<file path="src/rtl/gt_rx_word_align_if.sv">
// gt_rx_word_align_if
//   Bundles the GT-facing RX word and the aligned output stream of the
//   word aligner so that both ends share one set of widths.
//
//   i_rxdata      8*BYTES  raw RX word, byte b = bits [8b+7:8b]
//   i_rxcharisk   BYTES    per-byte K flag
//   i_rx_aligned  1        GT byte-alignment level
//   o_data        8*BYTES  lane-rotated word (comma in byte 0)
//   o_charisk     BYTES    lane-rotated K flags
//   o_valid       1        output word belongs to a locked stream
//   o_locked      1        aligner is locked
//   o_offset      OFFW     locked comma lane
//   o_lock_lost   1        one-cycle pulse when lock is dropped
//   o_err_cnt     16       saturating wrong-lane comma count
//
//   master: the GT / stimulus side. slave: the aligner.
interface gt_rx_word_align_if #(
    parameter int BYTES = 4,
    parameter int OFFW  = $clog2(BYTES)
);
    logic [8*BYTES-1:0] i_rxdata;
    logic [BYTES-1:0]   i_rxcharisk;
    logic               i_rx_aligned;
    logic [8*BYTES-1:0] o_data;
    logic [BYTES-1:0]   o_charisk;
    logic               o_valid;
    logic               o_locked;
    logic [OFFW-1:0]    o_offset;
    logic               o_lock_lost;
    logic [15:0]        o_err_cnt;

    modport master (
        output i_rxdata, i_rxcharisk, i_rx_aligned,
        input  o_data, o_charisk, o_valid, o_locked, o_offset, o_lock_lost, o_err_cnt
    );

    modport slave (
        input  i_rxdata, i_rxcharisk, i_rx_aligned,
        output o_data, o_charisk, o_valid, o_locked, o_offset, o_lock_lost, o_err_cnt
    );
endinterface

</file>
<file path="src/rtl/gt_rx_word_align.sv">
// gt_rx_word_align
//   Finds the byte lane carrying the comma K-character in each BYTES-wide
//   RX word and rotates data/charisk so the comma always sits in byte 0.
//   A hunt/verify/lock state machine with hysteresis decides which lane to
//   trust; status outputs report lock, lane, lock loss and a saturating
//   count of commas seen on the wrong lane while locked.
//
//   i_rx_clk    RX user clock
//   i_rx_rst_n  asynchronous active-low reset (released synchronously inside)
//   bus         gt_rx_word_align_if.slave, see the interface header
module gt_rx_word_align #(
    parameter int         BYTES      = 4,
    parameter logic [7:0] COMMA      = 8'hBC,
    parameter int         LOCK_CNT   = 4,
    parameter int         UNLOCK_CNT = 8,
    parameter int         OFFW       = $clog2(BYTES)
) (
    input  logic              i_rx_clk,
    input  logic              i_rx_rst_n,
    gt_rx_word_align_if.slave bus
);
    localparam logic [3:0] LOCK_N   = 4'(LOCK_CNT);
    localparam logic [3:0] UNLOCK_N = 4'(UNLOCK_CNT);

    typedef enum logic [1:0] {ST_HUNT, ST_VERIFY, ST_LOCKED} state_t;

    // Reset asserts asynchronously but leaves on a clock edge, so no flop
    // sees a release racing the clock.
    logic [1:0] rst_sync_reg;
    logic       rst_n_int;

    always_ff @(posedge i_rx_clk or negedge i_rx_rst_n) begin
        if (!i_rx_rst_n) begin
            rst_sync_reg <= 2'b00;
        end else begin
            rst_sync_reg <= {rst_sync_reg[0], 1'b1};
        end
    end
    assign rst_n_int = rst_sync_reg[1];

    state_t             state_reg;
    logic [8*BYTES-1:0] prev_reg;
    logic [BYTES-1:0]   prevk_reg;
    logic [OFFW-1:0]    cand_reg;
    logic [3:0]         vcnt_reg;
    logic [3:0]         mcnt_reg;
    logic [8*BYTES-1:0] data_reg;
    logic [BYTES-1:0]   charisk_reg;
    logic               valid_reg;
    logic               locked_reg;
    logic [OFFW-1:0]    offset_reg;
    logic               lock_lost_reg;
    logic [15:0]        err_cnt_reg;

    // Comma detection on the incoming word.
    logic [BYTES-1:0] hit;
    logic             any_hit;
    logic [OFFW-1:0]  hit_lane;

    generate
        for (genvar gi = 0; gi < BYTES; gi++) begin : g_hit
            assign hit[gi] = bus.i_rxcharisk[gi] && (bus.i_rxdata[8*gi +: 8] == COMMA);
        end
    endgenerate

    assign any_hit = |hit;

    // Lowest lane wins when several commas share a word.
    always_comb begin
        hit_lane = '0;
        for (int b = BYTES - 1; b >= 0; b--) begin
            if (hit[b]) hit_lane = OFFW'(b);
        end
    end

    // Rotation window: previous word in the low bytes, current word above.
    // The current word's top byte can never reach the output, so it is
    // left out of the window.
    logic [8*(2*BYTES-1)-1:0] cat;
    logic [2*BYTES-2:0]       kcat;
    logic [8*BYTES-1:0]       rot_data;
    logic [BYTES-1:0]         rot_k;

    assign cat  = {bus.i_rxdata[8*BYTES-9:0], prev_reg};
    assign kcat = {bus.i_rxcharisk[BYTES-2:0], prevk_reg};

    always_comb begin
        rot_data = '0;
        rot_k    = '0;
        for (int o = 0; o < BYTES; o++) begin
            if (offset_reg == OFFW'(o)) begin
                rot_data = cat[8*o +: 8*BYTES];
                rot_k    = kcat[o +: BYTES];
            end
        end
    end

    always_ff @(posedge i_rx_clk or negedge rst_n_int) begin
        if (!rst_n_int) begin
            state_reg     <= ST_HUNT;
            prev_reg      <= '0;
            prevk_reg     <= '0;
            cand_reg      <= '0;
            vcnt_reg      <= '0;
            mcnt_reg      <= '0;
            data_reg      <= '0;
            charisk_reg   <= '0;
            valid_reg     <= 1'b0;
            locked_reg    <= 1'b0;
            offset_reg    <= '0;
            lock_lost_reg <= 1'b0;
            err_cnt_reg   <= '0;
        end else begin
            prev_reg      <= bus.i_rxdata;
            prevk_reg     <= bus.i_rxcharisk;
            data_reg      <= rot_data;
            charisk_reg   <= rot_k;
            valid_reg     <= locked_reg;
            lock_lost_reg <= 1'b0;

            if (!bus.i_rx_aligned) begin
                // Losing GT byte alignment invalidates every lane decision.
                if (state_reg == ST_LOCKED) lock_lost_reg <= 1'b1;
                state_reg  <= ST_HUNT;
                locked_reg <= 1'b0;
                vcnt_reg   <= '0;
                mcnt_reg   <= '0;
            end else begin
                case (state_reg)
                    ST_HUNT: begin
                        if (any_hit) begin
                            cand_reg <= hit_lane;
                            vcnt_reg <= 4'd1;
                            if (LOCK_CNT == 1) begin
                                state_reg  <= ST_LOCKED;
                                offset_reg <= hit_lane;
                                locked_reg <= 1'b1;
                                mcnt_reg   <= '0;
                            end else begin
                                state_reg <= ST_VERIFY;
                            end
                        end
                    end
                    ST_VERIFY: begin
                        if (any_hit) begin
                            if (hit_lane == cand_reg) begin
                                vcnt_reg <= vcnt_reg + 4'd1;
                                if (vcnt_reg + 4'd1 == LOCK_N) begin
                                    state_reg  <= ST_LOCKED;
                                    offset_reg <= cand_reg;
                                    locked_reg <= 1'b1;
                                    mcnt_reg   <= '0;
                                end
                            end else begin
                                cand_reg <= hit_lane;
                                vcnt_reg <= 4'd1;
                            end
                        end
                    end
                    ST_LOCKED: begin
                        if (any_hit) begin
                            if (hit_lane == offset_reg) begin
                                mcnt_reg <= '0;
                            end else begin
                                if (err_cnt_reg != 16'hFFFF) err_cnt_reg <= err_cnt_reg + 16'd1;
                                if (mcnt_reg + 4'd1 == UNLOCK_N) begin
                                    state_reg     <= ST_HUNT;
                                    locked_reg    <= 1'b0;
                                    lock_lost_reg <= 1'b1;
                                    vcnt_reg      <= '0;
                                    mcnt_reg      <= '0;
                                end else begin
                                    mcnt_reg <= mcnt_reg + 4'd1;
                                end
                            end
                        end
                    end
                    default: state_reg <= ST_HUNT;
                endcase
            end
        end
    end

    assign bus.o_data      = data_reg;
    assign bus.o_charisk   = charisk_reg;
    assign bus.o_valid     = valid_reg;
    assign bus.o_locked    = locked_reg;
    assign bus.o_offset    = offset_reg;
    assign bus.o_lock_lost = lock_lost_reg;
    assign bus.o_err_cnt   = err_cnt_reg;
endmodule

</file>
<file path="src/flat_wrapper.sv">
// flat-port wrapper written by rule: the top's interface ports become plain ports
module gt_rx_word_align_flat 
#(
    parameter int         BYTES      = 4,
    parameter logic [7:0] COMMA      = 8'hBC,
    parameter int         LOCK_CNT   = 4,
    parameter int         UNLOCK_CNT = 8,
    parameter int         OFFW       = $clog2(BYTES)
)
  (i_rx_clk, i_rx_rst_n, bus_i_rxdata, bus_i_rxcharisk, bus_i_rx_aligned, bus_o_data, bus_o_charisk, bus_o_valid, bus_o_locked, bus_o_offset, bus_o_lock_lost, bus_o_err_cnt);
  gt_rx_word_align_if #(.BYTES(BYTES), .OFFW(OFFW)) bus_i ();
  input  logic i_rx_clk;
  input  logic i_rx_rst_n;
  input wire logic [$bits(bus_i.i_rxdata)-1:0] bus_i_rxdata;
  input wire logic [$bits(bus_i.i_rxcharisk)-1:0] bus_i_rxcharisk;
  input wire logic [$bits(bus_i.i_rx_aligned)-1:0] bus_i_rx_aligned;
  output wire logic [$bits(bus_i.o_data)-1:0] bus_o_data;
  output wire logic [$bits(bus_i.o_charisk)-1:0] bus_o_charisk;
  output wire logic [$bits(bus_i.o_valid)-1:0] bus_o_valid;
  output wire logic [$bits(bus_i.o_locked)-1:0] bus_o_locked;
  output wire logic [$bits(bus_i.o_offset)-1:0] bus_o_offset;
  output wire logic [$bits(bus_i.o_lock_lost)-1:0] bus_o_lock_lost;
  output wire logic [$bits(bus_i.o_err_cnt)-1:0] bus_o_err_cnt;
  assign bus_i.i_rxdata = bus_i_rxdata;
  assign bus_i.i_rxcharisk = bus_i_rxcharisk;
  assign bus_i.i_rx_aligned = bus_i_rx_aligned;
  assign bus_o_data = bus_i.o_data;
  assign bus_o_charisk = bus_i.o_charisk;
  assign bus_o_valid = bus_i.o_valid;
  assign bus_o_locked = bus_i.o_locked;
  assign bus_o_offset = bus_i.o_offset;
  assign bus_o_lock_lost = bus_i.o_lock_lost;
  assign bus_o_err_cnt = bus_i.o_err_cnt;
  gt_rx_word_align #(.BYTES(BYTES), .COMMA(COMMA), .LOCK_CNT(LOCK_CNT), .UNLOCK_CNT(UNLOCK_CNT), .OFFW(OFFW)) u_core (.i_rx_clk(i_rx_clk), .i_rx_rst_n(i_rx_rst_n), .bus(bus_i));
endmodule
</file>
<file path="config.mk">
export PLATFORM = sky130hd
export DESIGN_NAME = gt_rx_word_align_flat
export DESIGN_NICKNAME = d
export VERILOG_FILES = /design/src/rtl/gt_rx_word_align_if.sv /design/src/rtl/gt_rx_word_align.sv /design/src/flat_wrapper.sv
export SDC_FILE = /design/constraint.sdc
export NUM_CORES = 1
export LEC_CHECK = 0
export CORE_ASPECT_RATIO = 1.2
export CORE_MARGIN = 10
export CORE_UTILIZATION = 34
export CTS_CLUSTER_DIAMETER = 150
export DETAILED_ROUTE_END_ITERATION = 6
export GPL_TIMING_DRIVEN = 0
export PLACE_DENSITY_LB_ADDON = 0.15
export SYNTH_ARGS = -nofsm -noshare
export SYNTH_HDL_FRONTEND = slang
export SYNTH_SLANG_ARGS = --single-unit
</file>
<file path="constraint.sdc">
create_clock -name i_rx_clk -period 3.7 [get_ports i_rx_clk]
set_clock_uncertainty 0.2 [all_clocks]
set_input_delay 1.11 -clock i_rx_clk [delete_from_list [all_inputs] [get_ports i_rx_clk]]
set_output_delay 1.11 -clock i_rx_clk [all_outputs]
set_load 0.02 [all_outputs]
</file>
==> run_results.csv, run 1 <==
group,metric,value,unit
status,status,"finished clean",
floorplanning,start_util,34.4,%
finish,num-fill-cells,1336,
yosys,synth_area_per_cell,13.7,um^2
sta,max_freq,277,MHz
pwr,power_leakage,2.69,nW
sta,report.final.slew_viol_count,0,
pwr,sw_frac_of_total,26.5,%
clock_network,htree_num_levels,3,
setup_path,endpoint_kind,"flop",
global_routing,antenna_found_initial,0,
floorplanning,core_area,14300,um^2
sta,max_slew_margin,36.5,%
placement,dpl.hpwl,9320,um
clock_network,clock-sinks,107,
detailed_routing,drtIter0Drc,243,
yosys,netlist_instances,358,
detailed_routing,drc,0,
global_routing,grt_max_degree,55,
setup_path,cp.arrival,3.64,ns
pwr,peakVddDrop,0.173,mV
pwr,switching_power,0.668,mW
detailed_routing,drt_wl_total,12400,um
setup_path,worst-r2r-cell-count,4,
yosys,synthDistinctLibCells,59,
detailed_routing,via_count,3472,
sta,fin_crit_sh,97.5,%
sta,rsz0062_at_grt,"true",
worst_hold_path,whs_path_depth,0,
global_routing,grt_overflow,0,
floorplanning,io_pins,96,
yosys,synth_area_leaders,"dfrtp_1 54%, mux4_2 16%, xnor2_1 2.5%, ha_1 2.0%, nand4_1 2.0%",
yosys,async_reset_ff_share,100,%
sta,period_minus_slack,3.61,ns
placement,portBuffers,95,
placement,dpl-instance-area,6120,um^2
sta,hold_ws,0.159,ns
yosys,synth_area,4920,um^2
clock_network,cts.clk_slew.worst_paths,0.08,ns
floorplanning,die_h,152,um
detailed_routing,wire_per_inst,19.0,um
setup_path,slowest_delay,0.43,ns
setup_path,crit_type,"input pin to flop",
setup_path,worst_path_most_repeated_cell,"buf_4",
clock_network,cts-buffers-inserted,9,
setup_path,crit_start,"bus_i_rxdata[16]",
setup_path,rr_startpoint,"u_core.bus.o_offset[0]$_DFFE_PN0P_",
clock_network,clk_latency,0.35,ns
job,cap_violations,0,
finish,area_delta_synth_final,33.8,%
global_routing,track_usage,13.0,%
yosys,seq_area_frac_synth,54.4,%
pwr,combPwrFrac,12.3,%
yosys,yosysTopAreaCellShare,54.4,%
yosys,ys_warn_count,0,
global_routing,grt_pass1_wl,19800,um
floorplanning,dieArea,19700,um^2
worst_hold_path,hp-start,"u_core.rst_sync_reg[0]$_DFF_PN0_",
setup_path,cp_max_fo,10,
finish,antenna_cells,0,
floorplanning,std_cell_rows,48,
sta,setup_viol,0,
sta,hold_viol,0,
setup_path,cp-start-kind,"input pin",
pwr,pwr-share-seq,50.5,%
placement,gp_congestion,0.834,
pwr,pwr-share-clk,37.2,%
detailed_routing,ant_nets,0,
global_routing,grt_use_met1,14.9,%
yosys,yosys_register_bits,107,
finish,num-nets-final,521,
yosys,synth_top_cell_by_area,"dfrtp_1",
clock_network,cts_buffer_depth,2,
floorplanning,die_x,130,um
yosys,synth_edf_count,0,
clock_network,clockRootBuffer,"clkbuf_16",
setup_path,required,3.73,ns
global_routing,grt_pass1_vias,3613,
global_routing,top_usage_layer,"met2",
setup_path,slowest_stage,"or3b_4",
setup_path,crit_chain,"dlygate4sd2_1, or3b_4, or3_1, buf_6, a211o_1, a31oi_4, nor4b_4, buf_4, buf_4, mux2_2",
yosys,synthFlopType,"dfrtp_1",
finish,stdcell_area,6580,um^2
clock_network,cts_tree,"done",
sta,tightest_slew,0.953,ns
pwr,power_density,383,nW/um^2
pwr,p_int,1.85,mW
worst_hold_path,min_path_type,"flop to flop",
detailed_routing,drt_first_pass_iters,4,
detailed_routing,viasPerCell,5.31,
yosys,syn_nets,405,
global_routing,grt.met2_usage,23.0,%
finish,drive_above_1_share,18.4,%
global_routing,gr-usage-met3,3.20,%
[cell usage after synthesis, types with 6 or more instances]
master / instances
nand3_1: 12
inv_1: 9
dfrtp_1: 107
nand4_1: 16
nor2_1: 9
mux4_2: 35
xnor2_1: 14
clkbuf_1: 10
nand2_1: 25
a21oi_1: 9
and2_1: 6
ha_1: 8
[through the flow]
stage / utilization [%] / power, mW / TNS [ns] / setup slack, ns / std cells
6_report: 46.0 / 2.52 / 0 / 0.0908 / 654
5_1_grt: 46.0 / 2.65 / -0.0509 / -0.0470 / 654
4_1_cts: 45.6 / 2.55 / 0 / 0.0389 / 650
3_5_place_dp: 42.8 / 1.60 / -19.03 / -0.820 / 629
3_3_place_gp: 42.6 / 1.60 / -118.51 / -0.966 / 628
2_1_floorplan: - / 1.45 / 0 / 0.141 / 358
[logic make-up (layout without fill, tap and decap cells)]
logic type | count (synthesis) | in the layout | synth area share [%]
simple gates | 108 | 108 | 13.2
flops | 107 | 107 | 54.4
compound gates | 48 | 48 | 7.02
mux | 41 | 41 | 17.7
buf+inv | 28 | 149 | 2.49
xor+xnor | 17 | 17 | 3.03
fa+ha+maj | 8 | 8 | 2.04
other cells | 1 | 1 | 0.0762
[worst max-delay path: cells and delay by family]
kind	cells	cell delay, ns
and+or+nand+nor	3	0.98
AOI/OAI and AO/OA	2	0.53
muxes	1	0.31
buffers and inverters	4	0.69
[routing by layer]
layer  share of wire [%]  wire length (um)
met4                 1.7               207
met3                 4.6               566
met5                   0                 0
met2                  53              6580
met1                  41              5080
[area by class of cell]
class	count	area, um^2	area share, %
buffer	18	85.1	1.29
clock buffer	9	225	3.42
clock inverter	7	67.6	1.03
inverter	9	33.8	0.514
multi-input combinational	223	2200	33.5
sequential	107	2680	40.8
tap	175	219	3.33
timing repair buffer	106	1060	16.1
[power by group through the flow]
stage	Clock (mW)	Combinational, mW	Sequential [mW]
final	0.936	0.310	1.27
after global routing	1.02	0.344	1.28
after CTS	0.966	0.312	1.27
after detailed placement	0	0.308	1.30
after global placement	0	0.292	1.30
after floorplan	0	0.139	1.32
[cell usage in the layout (no fill, tap or decap), types with 5 or more instances in the layout]
cell type and n:
nand3_1 12, nand4_1 16, dfrtp_1 106, and2_1 6, clkbuf_16 9, xnor2_1 14, ha_1 8, clkdlybuf4s50_1 87
buf_1 5, buf_4 10, mux4_2 35, clkbuf_1 9, dlymetal6s2s_1 5, inv_1 9, a21oi_1 7, nor2_1 9
nand2_1 25
[path summary, 6_finish.rpt]
check / to / slack (ns)
worst min-delay path: u_core.rst_sync_reg[1]$_DFF_PN0_ / 0.16
worst min register to register: u_core.rst_sync_reg[1]$_DFF_PN0_ / 0.16
worst max register to register: u_core.bus.o_data[25]$_DFF_PN0_ / 0.66
max in group asynchronous: u_core.mcnt_reg[2]$_DFFE_PN0P_ / 2.40
min in group asynchronous: u_core.bus.o_valid$_DFF_PN0_ / 0.19
worst max-delay path: u_core.bus.o_err_cnt[1]$_DFFE_PN0P_ / 0.09
[repair_timing]
action | CTS | global route
setup endpoints to repair | 28 | 24
buffers inserted | 6 | 4
pin swaps | 4 | 4
hold buffers | 0 | 0
resized for setup | 17 | 11
No activity file was read; power rests on OpenSTA's default activity.
==> run 2, diff against run 1 <==
Settings changed: CORE_ASPECT_RATIO 1.2 to 1.5, PLACE_DENSITY_LB_ADDON 0.15 to 0.05.
==> run 2 against run 1 <==
Clock-buffer cell count unchanged. Die area up 0.40%. Power down 0.71%. Flip-flop and latch count unchanged. Global-route usage up 0.22 points. Wire length up 4.0%. Clock power down 3.3%. Sequential power about the same. Via count down 0.29%. Worst hold slack worse by 0.024 ns. Largest power group unchanged.
==> run_results.csv, run 2 (synthesis results as in run 1) <==
group,metric,value,unit
status,status,"finished clean",
sta,setup_viol,0,
clock_network,cts_tree,"done",
detailed_routing,wire_per_inst,19.3,um
floorplanning,io_pins,96,
detailed_routing,drc,0,
pwr,peakVddDrop,0.184,mV
clock_network,clockRootBuffer,"clkbuf_16",
finish,finalNonFillerCells,668,
sta,rsz0062_at_grt,"false",
job,cap_violations,0,
global_routing,grt_pass1_wl,20700,um
global_routing,antenna_found_initial,0,
detailed_routing,via_count,3462,
finish,antenna_cells,0,
clock_network,cts.clk_slew.worst_paths,0.07,ns
finish,num-nets-final,519,
setup_path,slowest_stage,"or4_4",
floorplanning,dieArea,19800,um^2
setup_path,worst-path-buf-inv,2,
pwr,power_density,379,nW/um^2
detailed_routing,viasPerCell,5.18,
setup_path,r2r_setup_slack,0.65,ns
sta,max_slew_margin,40.4,%
detailed_routing,ant_nets,0,
clock_network,clock-sinks,107,
setup_path,crit_type,"input pin to flop",
worst_hold_path,min_path_type,"flop to asynchronous set/reset pin",
global_routing,grt_overflow,0,
placement,dpl-instance-area,6140,um^2
finish,final_cell_mix,"106 x dfrtp_1, 85 x clkdlybuf4s50_1, 35 x mux4_2, 25 x nand2_1, 16 x nand4_1",
clock_network,clk_latency,0.35,ns
pwr,power_leakage,2.66,nW
clock_network,cts-buffers-inserted,9,
placement,gp_congestion,0.817,
placement,dpl.hpwl,9740,um
floorplanning,std_cell_rows,53,
finish,final_common_cell,"dfrtp_1",
finish,final_util,46.7,%
finish,area_delta_synth_final,34.2,%
placement,portBuffers,95,
global_routing,track_usage,13.2,%
detailed_routing,drtIter0Drc,102,
sta,max_freq,277,MHz
setup_path,crit_chain,"dlygate4sd2_1, or3b_4, or3_1, buf_6, and3_2, o2111a_1, or4_4, a211o_1, o22ai_1",
setup_path,required,3.77,ns
floorplanning,die_x,118,um
placement,placed_cells,646,
sta,fin_crit_sh,97.6,%
setup_path,endpoint_kind,"flop",
clock_network,cts_buffer_depth,2,
finish,stdcell_area,6600,um^2
floorplanning,core_area,14100,um^2
detailed_routing,drt_first_pass_iters,4,
setup_path,slowest_delay,0.50,ns
detailed_routing,drt_wl_total,12900,um
finish,drive_above_1_share,18.7,%
global_routing,grt_max_degree,66,
sta,report.final.slew_viol_count,0,
clock_network,htree_num_levels,3,
setup_path,cp_max_fo,10,
sta,hold_viol,0,
floorplanning,die_h,167,um
setup_path,cp_top_family,"simple AND/OR/NAND/NOR gates",
setup_path,cp.arrival,3.68,ns
global_routing,grt_pass1_vias,3686,
clock_network,hold_buffers,0,
setup_path,cp-start-kind,"input pin",
sta,period_minus_slack,3.61,ns
sta,tightest_slew,0.894,ns
floorplanning,start_util,34.8,%
-- run 2: worst paths after layout --
path,end,startpoint,cells after the start
max,u_core.mcnt_reg[3]$_DFFE_PN0P_,bus_i_rxdata[17],9
min,u_core.prev_reg[1]$_DFF_PN0_,u_core.rst_sync_reg[1]$_DFF_PN0_,0
max reg2reg,u_core.bus.o_data[25]$_DFF_PN0_,u_core.bus.o_offset[0]$_DFFE_PN0P_,4
min reg2reg,u_core.prev_reg[1]$_DFF_PN0_,u_core.rst_sync_reg[1]$_DFF_PN0_,0
max in group asynchronous,u_core.rst_sync_reg[1]$_DFF_PN0_,i_rx_rst_n,1
min in group i_rx_clk,u_core.rst_sync_reg[1]$_DFF_PN0_,u_core.rst_sync_reg[0]$_DFF_PN0_,0
-- run 2: timing repair --
item,in CTS,in global routing
setup endpoints to repair,28,24
pin swaps,6,4
setup buffers,7,1
gates resized for setup,22,15
-- run 2: power breakdown --
group	total [mW]	internal (mW)	switching, mW
sequential	1.27	1.22	0.0478
combinational	0.323	0.153	0.170
clock	0.905	0.461	0.444
total	2.50	1.84	0.661
-- run 2: routing by layer --
metal	track usage, %	up-vias	routed length (um)
met4	4.64	0	173
met5	0	-	0
li1	-	1593	-
met3	2.69	14	594
met2	23.8	84	7100
met1	15.0	1771	5050
-- run 2: worst reg2reg max path, cell delays in order, from the launching register on --
cell and delay (ns):
dfrtp_1 0.36, clkbuf_1 0.27, buf_1 0.67, buf_1 0.75, mux4_1 0.67
-- run 2: cell type report --
type | instances | area, um^2
Sequential cell | 107 | 2680
Buffer | 18 | 85.1
Tap cell | 192 | 240
Inverter | 9 | 33.8
Timing Repair Buffer | 104 | 1040
Clock buffer | 9 | 225
Multi-Input combinational cell | 223 | 2240
Clock inverter | 6 | 50.0
Fill cell | 1294 | 7530
-- run 2: stage by stage --
stage / TNS [ns] / hold WS, ns / setup WS (ns) / power, mW
3_3_place_gp: -122.86 / 0.135 / -1.01 / 1.60
4_1_cts: 0 / 0.153 / 0.00879 / 2.53
2_1_floorplan: 0 / 0.131 / 0.141 / 1.45
6_report: 0 / 0.135 / 0.0892 / 2.50
3_5_place_dp: -17.87 / 0.137 / -0.742 / 1.61
5_1_grt: 0 / 0.158 / 0.000387 / 2.61
